## src/rtl/ebr_wr_pkg.sv

```systemverilog
// Shared constants and types for the EBR sub-word write coalescer.
// Lane modes are interleaved: in mode m a word is split into 2^m lanes, bit b belongs to lane b mod 2^m.
package ebr_wr_pkg;

    localparam logic [1:0] MODE_FULL = 2'd0;
    localparam logic [1:0] MODE_X2   = 2'd1;
    localparam logic [1:0] MODE_X4   = 2'd2;
    localparam logic [1:0] MODE_X8   = 2'd3;

    localparam int MAX_LANES     = 8;
    localparam int WORD_W_NARROW = 16;
    localparam int WORD_W_WIDE   = 32;

    typedef enum logic [1:0] {
        ST_IDLE,
        ST_ACC,
        ST_OUT
    } state_e;

    // Low bits of the lane field that are significant in a given mode.
    function automatic logic [2:0] lane_mask(input logic [1:0] mode);
        case (mode)
            MODE_FULL: return 3'b000;
            MODE_X2:   return 3'b001;
            MODE_X4:   return 3'b011;
            default:   return 3'b111;
        endcase
    endfunction

endpackage

```

## src/rtl/ebr_lane_scatter.sv

```systemverilog
// Spreads a narrow write onto its interleaved lane of a RAM word.
// Produces the per-bit write enable and the data placed at word bit j*R+lane.
module ebr_lane_scatter
    import ebr_wr_pkg::*;
#(
    parameter int WORD_W = 16
) (
    input  logic [1:0]        mode,
    input  logic [2:0]        lane,
    input  logic [WORD_W-1:0] data,
    output logic [WORD_W-1:0] enable,
    output logic [WORD_W-1:0] sdata
);

    if (WORD_W != WORD_W_NARROW && WORD_W != WORD_W_WIDE) begin : g_illegal_word_w
        $error("ebr_lane_scatter: WORD_W must be 16 or 32");
    end

    logic [2:0] lm;
    logic [2:0] sel;

    assign lm  = lane_mask(mode);
    assign sel = lane & lm;

    for (genvar b = 0; b < WORD_W; b++) begin : g_bit
        localparam logic [2:0] BIT_LANE = 3'(b % MAX_LANES);
        logic narrow_bit;

        // Word bit b takes narrow bit b/R; indices are constant per mode.
        always_comb begin
            case (mode)
                MODE_FULL: narrow_bit = data[b];
                MODE_X2:   narrow_bit = data[b/2];
                MODE_X4:   narrow_bit = data[b/4];
                default:   narrow_bit = data[b/8];
            endcase
        end

        assign enable[b] = ((BIT_LANE & lm) == sel);
        assign sdata[b]  = enable[b] & narrow_bit;
    end

endmodule

```

## src/rtl/ebr_wr_coalescer.sv

```systemverilog
// Merges sub-word lane writes into one masked RAM word write.
// A partial word is issued when complete, on flush, on timeout, or when a request targets another word.
module ebr_wr_coalescer
    import ebr_wr_pkg::*;
#(
    parameter int WORD_W  = 16,
    parameter int ADDR_W  = 8,
    parameter int TIMEOUT = 8
) (
    input  logic                clk,
    input  logic                rst,
    input  logic                in_valid,
    output logic                in_ready,
    input  logic [1:0]          in_mode,
    input  logic [ADDR_W+2:0]   in_addr,
    input  logic [WORD_W-1:0]   in_data,
    input  logic                flush,
    output logic                wr_valid,
    input  logic                wr_ready,
    output logic [ADDR_W-1:0]   wr_addr,
    output logic [WORD_W-1:0]   wr_data,
    output logic [WORD_W-1:0]   wr_mask
);

    localparam int CNT_W = (TIMEOUT > 0) ? $clog2(TIMEOUT + 1) : 1;

    state_e              state_q, state_d;
    logic [ADDR_W-1:0]   addr_q, addr_d;
    logic [WORD_W-1:0]   data_q, data_d;
    logic [WORD_W-1:0]   mask_q, mask_d;
    logic [CNT_W-1:0]    cnt_q, cnt_d;

    logic [WORD_W-1:0]   en;
    logic [WORD_W-1:0]   sdata;
    logic [WORD_W-1:0]   merged_mask;
    logic [ADDR_W-1:0]   in_word;
    logic                addr_miss;
    logic                accept;
    logic                timeout_hit;

    ebr_lane_scatter #(.WORD_W(WORD_W)) u_scatter (
        .mode   (in_mode),
        .lane   (in_addr[2:0]),
        .data   (in_data),
        .enable (en),
        .sdata  (sdata)
    );

    assign in_word     = in_addr[ADDR_W+2:3];
    assign addr_miss   = (state_q == ST_ACC) && (in_word != addr_q);
    assign in_ready    = (state_q != ST_OUT) && !addr_miss;
    assign accept      = in_valid && in_ready;
    assign merged_mask = mask_q & ~en;
    assign timeout_hit = (TIMEOUT != 0) && (cnt_q == CNT_W'(TIMEOUT - 1));

    assign wr_valid = (state_q == ST_OUT);
    assign wr_addr  = addr_q;
    assign wr_data  = data_q;
    assign wr_mask  = mask_q;

    always_comb begin
        // NOTE: every output of this block gets a default first, so no path can infer a latch.
        state_d = state_q;
        addr_d  = addr_q;
        data_d  = data_q;
        mask_d  = mask_q;
        cnt_d   = cnt_q;
        case (state_q)
            ST_IDLE: begin
                if (accept) begin
                    addr_d  = in_word;
                    data_d  = sdata;
                    mask_d  = ~en;
                    cnt_d   = '0;
                    state_d = (&en) ? ST_OUT : ST_ACC;
                end
            end
            ST_ACC: begin
                // An accepted merge outranks flush; the merged word is what gets issued.
                if (accept) begin
                    data_d  = (data_q & ~en) | (sdata & en);
                    mask_d  = merged_mask;
                    cnt_d   = '0;
                    if (merged_mask == '0 || flush) state_d = ST_OUT;
                end else if (flush || timeout_hit || (in_valid && addr_miss)) begin
                    cnt_d   = '0;
                    state_d = ST_OUT;
                end else if (TIMEOUT != 0) begin
                    cnt_d = cnt_q + 1'b1;
                end
            end
            ST_OUT: begin
                if (wr_ready) state_d = ST_IDLE;
            end
            default: state_d = ST_IDLE;
        endcase
    end

    always_ff @(posedge clk or posedge rst) begin
        if (rst) begin
            state_q <= ST_IDLE;
            addr_q  <= '0;
            data_q  <= '0;
            mask_q  <= '1;
            cnt_q   <= '0;
        end else begin
            // NOTE: non-blocking assignments so every register samples pre-edge values.
            state_q <= state_d;
            addr_q  <= addr_d;
            data_q  <= data_d;
            mask_q  <= mask_d;
            cnt_q   <= cnt_d;
        end
    end

endmodule
```

## config.mk

```make
export PLATFORM = sky130hd
export DESIGN_NAME = ebr_wr_coalescer
export DESIGN_NICKNAME = d
export VERILOG_FILES = /design/src/rtl/ebr_wr_pkg.sv /design/src/rtl/ebr_lane_scatter.sv /design/src/rtl/ebr_wr_coalescer.sv
export SDC_FILE = /design/constraint.sdc
export NUM_CORES = 1
export LEC_CHECK = 0
export BUFFER_PORTS_ARGS = -buffer_cell sky130_fd_sc_hd__buf_2
export CAP_MARGIN = 5
export CORE_MARGIN = 1
export CORE_UTILIZATION = 53
export CTS_CLUSTER_DIAMETER = 40
export DETAILED_ROUTE_END_ITERATION = 6
export PLACE_DENSITY = 0.82
export RECOVER_POWER = 50
export SETUP_SLACK_MARGIN = 0.3
export SYNTH_ARGS = -nofsm -noshare
export SYNTH_HDL_FRONTEND = slang
export SYNTH_HIERARCHICAL = 1
export SYNTH_SLANG_ARGS = --single-unit
```

## constraint.sdc

```tcl
create_clock -name clk -period 2.65 [get_ports clk]
set_input_delay 0.53 -clock clk [delete_from_list [all_inputs] [get_ports clk]]
set_output_delay 0.53 -clock clk [all_outputs]
set_load 0.02 [all_outputs]
```

# --- After elaboration in Yosys (flattened, before gate mapping) ---
# Index checks and enable logic that the tools add are counted.
classes:
  n_mux: 33
  reduce_logical: 18
  n_eq_ne: 19
  n_bitwise: 22
  addsub: 1
op_table:
  columns: ["operator", "n"]
  rows:
  - ["2-to-1 mux 16 bit", 4]
  - ["case mux 16 bit (2 select lines)", 2]
  - ["bitwise AND 16 bit", 3]
  - ["case mux 1 bit (3 select lines)", 12]
  - ["bitwise AND 1 bit", 16]
  - ["zero test 16 bit", 1]
  - ["inverter 16 bit", 1]
  - ["bitwise OR 16 bit", 1]
  - ["equality test 3 bit", 4]
  - ["2-to-1 mux 2 bit", 6]
  - ["2-to-1 mux 4 bit", 3]
  - ["case mux 3 bit (3 select lines)", 1]
  - ["inequality test 8 bit", 1]
  - ["case mux 4 bit (2 select lines)", 1]
  - ["AND reduction 8 bit", 1]
  - ["equality test 2 x 3 -> 1 bit", 2]
  - ["inequality test 2 bit, second input constant", 3]
  - ["inequality test 3 x 2 -> 1 bit, second input constant", 2]
  - ["case mux 2 bit (3 select lines)", 1]
  - ["adder 4 x 1 -> 4 bit, second input constant", 1]
  - ["equality test 2 x 1 -> 1 bit, second input constant", 2]
  - ["equality test 2 bit, second input constant", 2]
  - ["equality test 4 x 3 -> 1 bit, second input constant", 1]
  - ["logical AND 1 bit", 4]
  - ["13 further kinds", 18]
totals:
  in_bits: 34
  elab_cells: 98
  output_inout_bits: 42
  ff_bits: 46

# --- Depth between registers and ports, before layout ---
depth:
  word_depth: 11
  depth_mapped: 11
  ltp_nobuf: 8

# --- Hierarchy ---
# Netlist, hierarchy kept.
by_module_without_submodules:
  columns: ["mod", "n_inst", "cells_each", "seq_area_each_um2", "area_per_inst_um2"]
  rows:
  - ["ebr_wr_coalescer", 1, 213, 1171.1, 2270.9]
  - ["ebr_lane_scatter", 1, 82, 0.0, 634.4]

# --- Worst setup path after synthesis ---
# No wires, ideal clock.
synth_timing:
  kind: "input-to-reg"
  start: "in in_mode[0]"
  end: "reg state_q[0]"
  t_arrival_ns: 2.296
  path_stages: 10
  required_time_ns: 2.522
  path_buffers: 2
  setup_ns: 0.128
  slack_ns: 0.226
  cell_sequence: "buf_6 > inv_2 > a21oi_1 > nor2_1 > buf_4 > nand2b_1 > o2111ai_1 > nor4_1 > o41ai_2 > mux2_1"
synth_via:
  elab_chain_len: 10
  elab_cells_between_ends: 23
  classes_between: "eq/ne (10); mux (4); bitwise (3); reduce/logical (6)"
synth_lines:
  columns: ["element", "line_no", "text"]
  rows:
  - ["start, declared", "ebr_wr_coalescer.sv:14", "input logic [1:0] in_mode,"]
  - ["equality test 2 bit, or another cell as far along", "ebr_wr_pkg.sv:22", "case (mode)"]
  - ["case mux 3 bit (3 select lines) (*)", "ebr_wr_pkg.sv:22", null]
  - ["bitwise AND 3 bit", "ebr_lane_scatter.sv:23", "assign sel = lane & lm;"]
  - ["equality test 2 x 3 -> 1 bit (*)", "ebr_lane_scatter.sv:39", "assign enable[b] = ((BIT_LANE & lm) == sel);"]
  - ["net en[3]", "ebr_wr_coalescer.sv:33", "logic [WORD_W-1:0] en;"]
  - ["inverter 16 bit", "ebr_wr_coalescer.sv:53", "assign merged_mask = mask_q & ~en;"]
  - ["bitwise AND 16 bit", "ebr_wr_coalescer.sv:53", null]
  - ["zero test 16 bit", "ebr_wr_coalescer.sv:84", "if (merged_mask == '0 || flush) state_d = ST_OUT;"]
  - ["logical OR 1 bit", "ebr_wr_coalescer.sv:84", null]
  - ["inequality test 3 x 2 -> 1 bit (no line)", null, null]
  - ["AND reduction 4 bit (no line)", null, null]
  - ["end signal, assigned", "ebr_wr_coalescer.sv:108", "state_q <= state_d;"]
  - ["end, declared", "ebr_wr_coalescer.sv:27", "state_e state_q, state_d;"]
# Mark *: on every way through the listed nets, which the timed path passes. The rest lies on a longest branch. The select of a mux whose other input is x is not followed.
# A chain may end at the register's enable or synchronous reset.

# --- Worst setup path after layout ---
layout_timing:
  start: "in in_addr[0]"
  end: "reg state_q[0]"
layout_via:
  elab_chain_len: 8
  elab_cells_between_ends: 19
  classes_between: "eq/ne (8); mux (3); bitwise (3); reduce/logical (5)"
layout_lines:
  columns: ["element", "line_no", "text"]
  rows:
  - ["start, declared", "ebr_wr_coalescer.sv:15", "input logic [ADDR_W+2:0] in_addr,"]
  - ["bitwise AND 3 bit (*)", "ebr_lane_scatter.sv:23", null]
  - ["zero test 3 bit (*)", "ebr_lane_scatter.sv:39", null]
  - ["net en[0]", "ebr_wr_coalescer.sv:33", null]
  - ["inverter 16 bit", "ebr_wr_coalescer.sv:53", null]
  - ["bitwise AND 16 bit", "ebr_wr_coalescer.sv:53", null]
  - ["zero test 16 bit", "ebr_wr_coalescer.sv:84", null]
  - ["logical OR 1 bit", "ebr_wr_coalescer.sv:84", null]
  - ["inequality test 3 x 2 -> 1 bit (no line)", null, null]
  - ["AND reduction 4 bit (no line)", null, null]
# Marked as above.

==> impl.org <==
** Outcome
- Result of the run :: finished clean

** Timing
- Period utilisation layout :: 85.76%
- The final number of hold-violating endpoints is 0.
- RSZ-0062 raised after global routing :: no
- The clock period could shrink to 2.273 ns.
- Hold is met by 0.4460 ns.
- Remaining max-slew budget at the tightest pin :: 27.89%
- Derived from the worst setup path, the maximum achievable clock frequency is 0.4400 GHz.
- Final setup viols :: 0
- At the pin with the least slew margin, the transition time is 1.082 ns.
- On the final layout, the worst clock skew is 0.01315 ns.
- Summed over all failing endpoints, the final setup total negative slack is 0 ns.
- The max-slew violation total from the final report came to 0.

** Pwr
- Internal cell power :: 1.974 mW
- Flop pwr share :: 39.2%
- Across the VDD grid, the largest voltage drop is 0.7462 mV.
- In this run the static leakage power is 1.482 nW.
- In this run switching power makes up 43.68% of total power.
- Total net switching power :: 1.531 mW
- Power per Cell Area :: 1009 nW/um^2
- Combinational logic burns 46.3% of the power.
- Clock network fraction of total power :: 14.5%

** Floorplanning
- The initialized floorplan defines 26 standard-cell rows.
- DIE AREA :: 5782 um^2
- Overall die width :: 76.04 um
- In this run the count of I/O pins placed on the die edge is 76.
- In this run the standard cell core region covers 5205 um^2.
- Die boundary height :: 76.04 um
- Initial core utilization :: 55.82%

** Critical path
- Crit-path leading delay family :: compound AO/OA/AOI/OAI gates
- In this design, the stage delay of the slowest critical-path cell is 0.40 ns.
- The worst register-to-register path has a depth of 6.
- Chain of cells forming the critical path :: buf_2 -> o21a_1 -> o21ba_2 -> nand2b_1 -> o2111ai_1 -> nor4_2 -> o41ai_2 -> mux2_1
- Counting buffers and inverters, the worst setup path is 8 cells deep.
- Worst path bufs/invs :: 1
- Startpoint of the worst register-to-register path :: wr_addr[6]$_DFFE_PP0P_
- Setup slack on the worst reg-to-reg path comes out at 0.58 ns.
- Endpoint class of the critical path :: flip-flop
- CP arrival :: 2.46 ns
- The setup path with the least slack is of type in -> reg.
- Required time of the critical path :: 2.83 ns
- The worst setup path is launched from an input port.
- Of all nets on the critical path, the largest fanout is 10.
- Among all stages on the critical path, the largest delay is contributed by o21ba_2.
- The most critical setup path has its startpoint at in_addr[0].

** Job
- Across the run, the number of max-cap violations was 0.

** Yosys
- Instance count of the mapped netlist :: 295
- The Yosys step of the flow raised 6 warnings.
- By area the synthesized netlist is led by dfrtp_1, dfstp_2, mux2_1.
- In the synthesized netlist, the cells that appear most often are a21oi_1, dfrtp_1, nor2_1.
- When the netlist entered floorplanning its net count stood at 330.
- Synth Cell Area :: 2905 um^2
- Sequential elements use 40.31% of the synthesized area.
- Most used flip-flop cell after synthesis :: dfrtp_1
- Counting flops with an async set or reset pin after synthesis yields a share of 100.0%.
- FF+latch count, synth :: 46
- Most common cell in the synthesized netlist :: a21oi_1
- After synthesis, the largest area contributor takes up 25.84% of total cell area.
- Biggest area consumer among synthesized cells :: dfrtp_1
- After synthesis, the mean cell area works out to 9.848 um^2.
- Post-synth EDFFs :: 0
- Yosys mapped the design onto 48 distinct sky130hd cell types.

** GRT
- The via count of the first global-routing pass was 2389.
- The first global-routing pass estimated 11430 um of wire.
- Entering global routing, the biggest net connects 47 pins.
- Total GRT Usage :: 24.84%
- Total global routing overflow :: 0
- Initial antenna violation count :: 0

** Route
- After detailed routing, the average wire length per cell comes to 15.40 um.
- After detailed routing, the number of vias per cell comes to 5.634.
- First-iteration detailed-routing DRC count :: 182
- Via count of the routed design :: 2507
- Total Wirelength :: 6854 um
- After detailed routing, the number of remaining DRC violations is 0.
- DRT Pass-1 Iters :: 4
- Number of antenna-violating nets in the routed design :: 0

** Min path
- Number of stages on the worst hold path :: 2
- The worst hold path begins at wr_ready.
- In this run the worst hold path is classified as in -> reg.

** Layout
- Antenna cell count :: 0
- Cells with a size suffix above 1 make up 36.00% of the layout.
- Final #Nets :: 409
- Post-synthesis to final-layout area growth :: 19.55%

** Clocking
- Clock transition at the registers of the reported paths :: 0.08 ns
- H-tree levels :: 2
- Count of buffers added by post-CTS timing repair for setup :: 0
- Clock Sinks :: 46
- CTS placed an instance of clkbuf_8 at the clock tree root.
- Maximum clock path buffer count :: 2
- Number of clock buffers inserted by TritonCTS :: 5
- For the worst-skew pair, the clock arrives at the later sink with an insertion delay of 0.30 ns.
- TritonCTS built the clock tree.

** Placed design
- DPL Wire Length :: 5202 um
- Buffers placed on the I/O ports in this run total 75.
- The congestion estimate from routability-driven global placement came to 0.9381.
==> per-layer routing <==
layer | up-vias | wire [um] | GRT usage (%)
met4 | 0 | 131 | 7.692
li1 | 1218 | - | -
met1 | 1179 | 2979 | 33.15
met3 | 13 | 386 | 4.311
met5 | - | 0 | 0
met2 | 97 | 3356 | 41.45
==> power groups by stage <==
stage / sequential (mW) / clock [mW] / combinational [mW]
floorplan: 1.64 / 0 / 0.852
global placement: 1.36 / 0 / 1.62
detailed placement: 1.38 / 0 / 1.65
CTS: 1.36 / 0.517 / 1.66
global route: 1.42 / 0.542 / 1.75
finish: 1.37 / 0.510 / 1.62
==> what timing repair did <==
action / CTS / global route
hold buffers: 0 / 0
setup endpoints to repair: 0 / 2
resized for setup: 0 / 4
==> cell type report <==
cell class              count  area [um^2]
flip-flops and latches     46         1171
clock buffers               7        76.32
fillers                   438         1732
well taps                  70        87.58
clock inverters             1        30.03
multi-input cells         217         1579
inverters                  10        37.54
repair buffers             94        491.7
==> logic make-up (layout without fill, tap and decap cells) <==
group	count (synthesis)	in the layout	share of synthesized area [%]
fa+ha+maj	1	1	0.4306
buf+inv	32	112	6.201
xor+xnor	8	8	2.412
simple gates	97	97	17.92
mux	31	31	11.97
flops	46	46	40.31
compound gates	80	80	20.76
==> cell usage in the layout (no fill, tap or decap), types with 6 or more instances in the layout <==
cell type,n
inv_1,6
dfstp_2,16
o21ai_0,6
buf_4,18
nor2_1,26
mux2_2,11
a211oi_1,7
nand2b_1,16
a21oi_1,38
nand2_1,15
clkbuf_1,23
nand3_1,17
xor2_1,8
mux2_1,19
dfrtp_1,30
buf_2,53
==> worst register-to-register path: stages, from the launching register on <==
cell and delay [ns]:
dfrtp_1 0.42, xor2_1 0.20, nor4_4 0.33, buf_4 0.27
nand3_1 0.12, a21oi_1 0.26, mux2_1 0.35
==> stage by stage <==
step,cells,total power [mW],instance area (um^2),worst slack [ns],utilization [%]
after global placement,437,2.980,3382,0.1715,64.98
after detailed placement,437,3.030,3382,0.09907,64.98
after global routing,445,3.718,3473,0.2929,66.73
after CTS,445,3.543,3488,0.4133,67.02
after floorplan,295,2.491,2919,0.3043,-
final,445,3.505,3473,0.3774,66.73
==> worst paths after layout <==
path,end
min in group asynchronous,wr_addr[5]$_DFFE_PP0P_
worst max-delay path,state_q[0]$_DFFE_PP0P_
worst min-delay path,state_q[1]$_DFFE_PP0P_
max in group asynchronous,asynchronous set/reset pin
worst min register to register,flip-flop
worst max register to register,flip-flop
No activity file was read; power rests on OpenSTA's default activity.
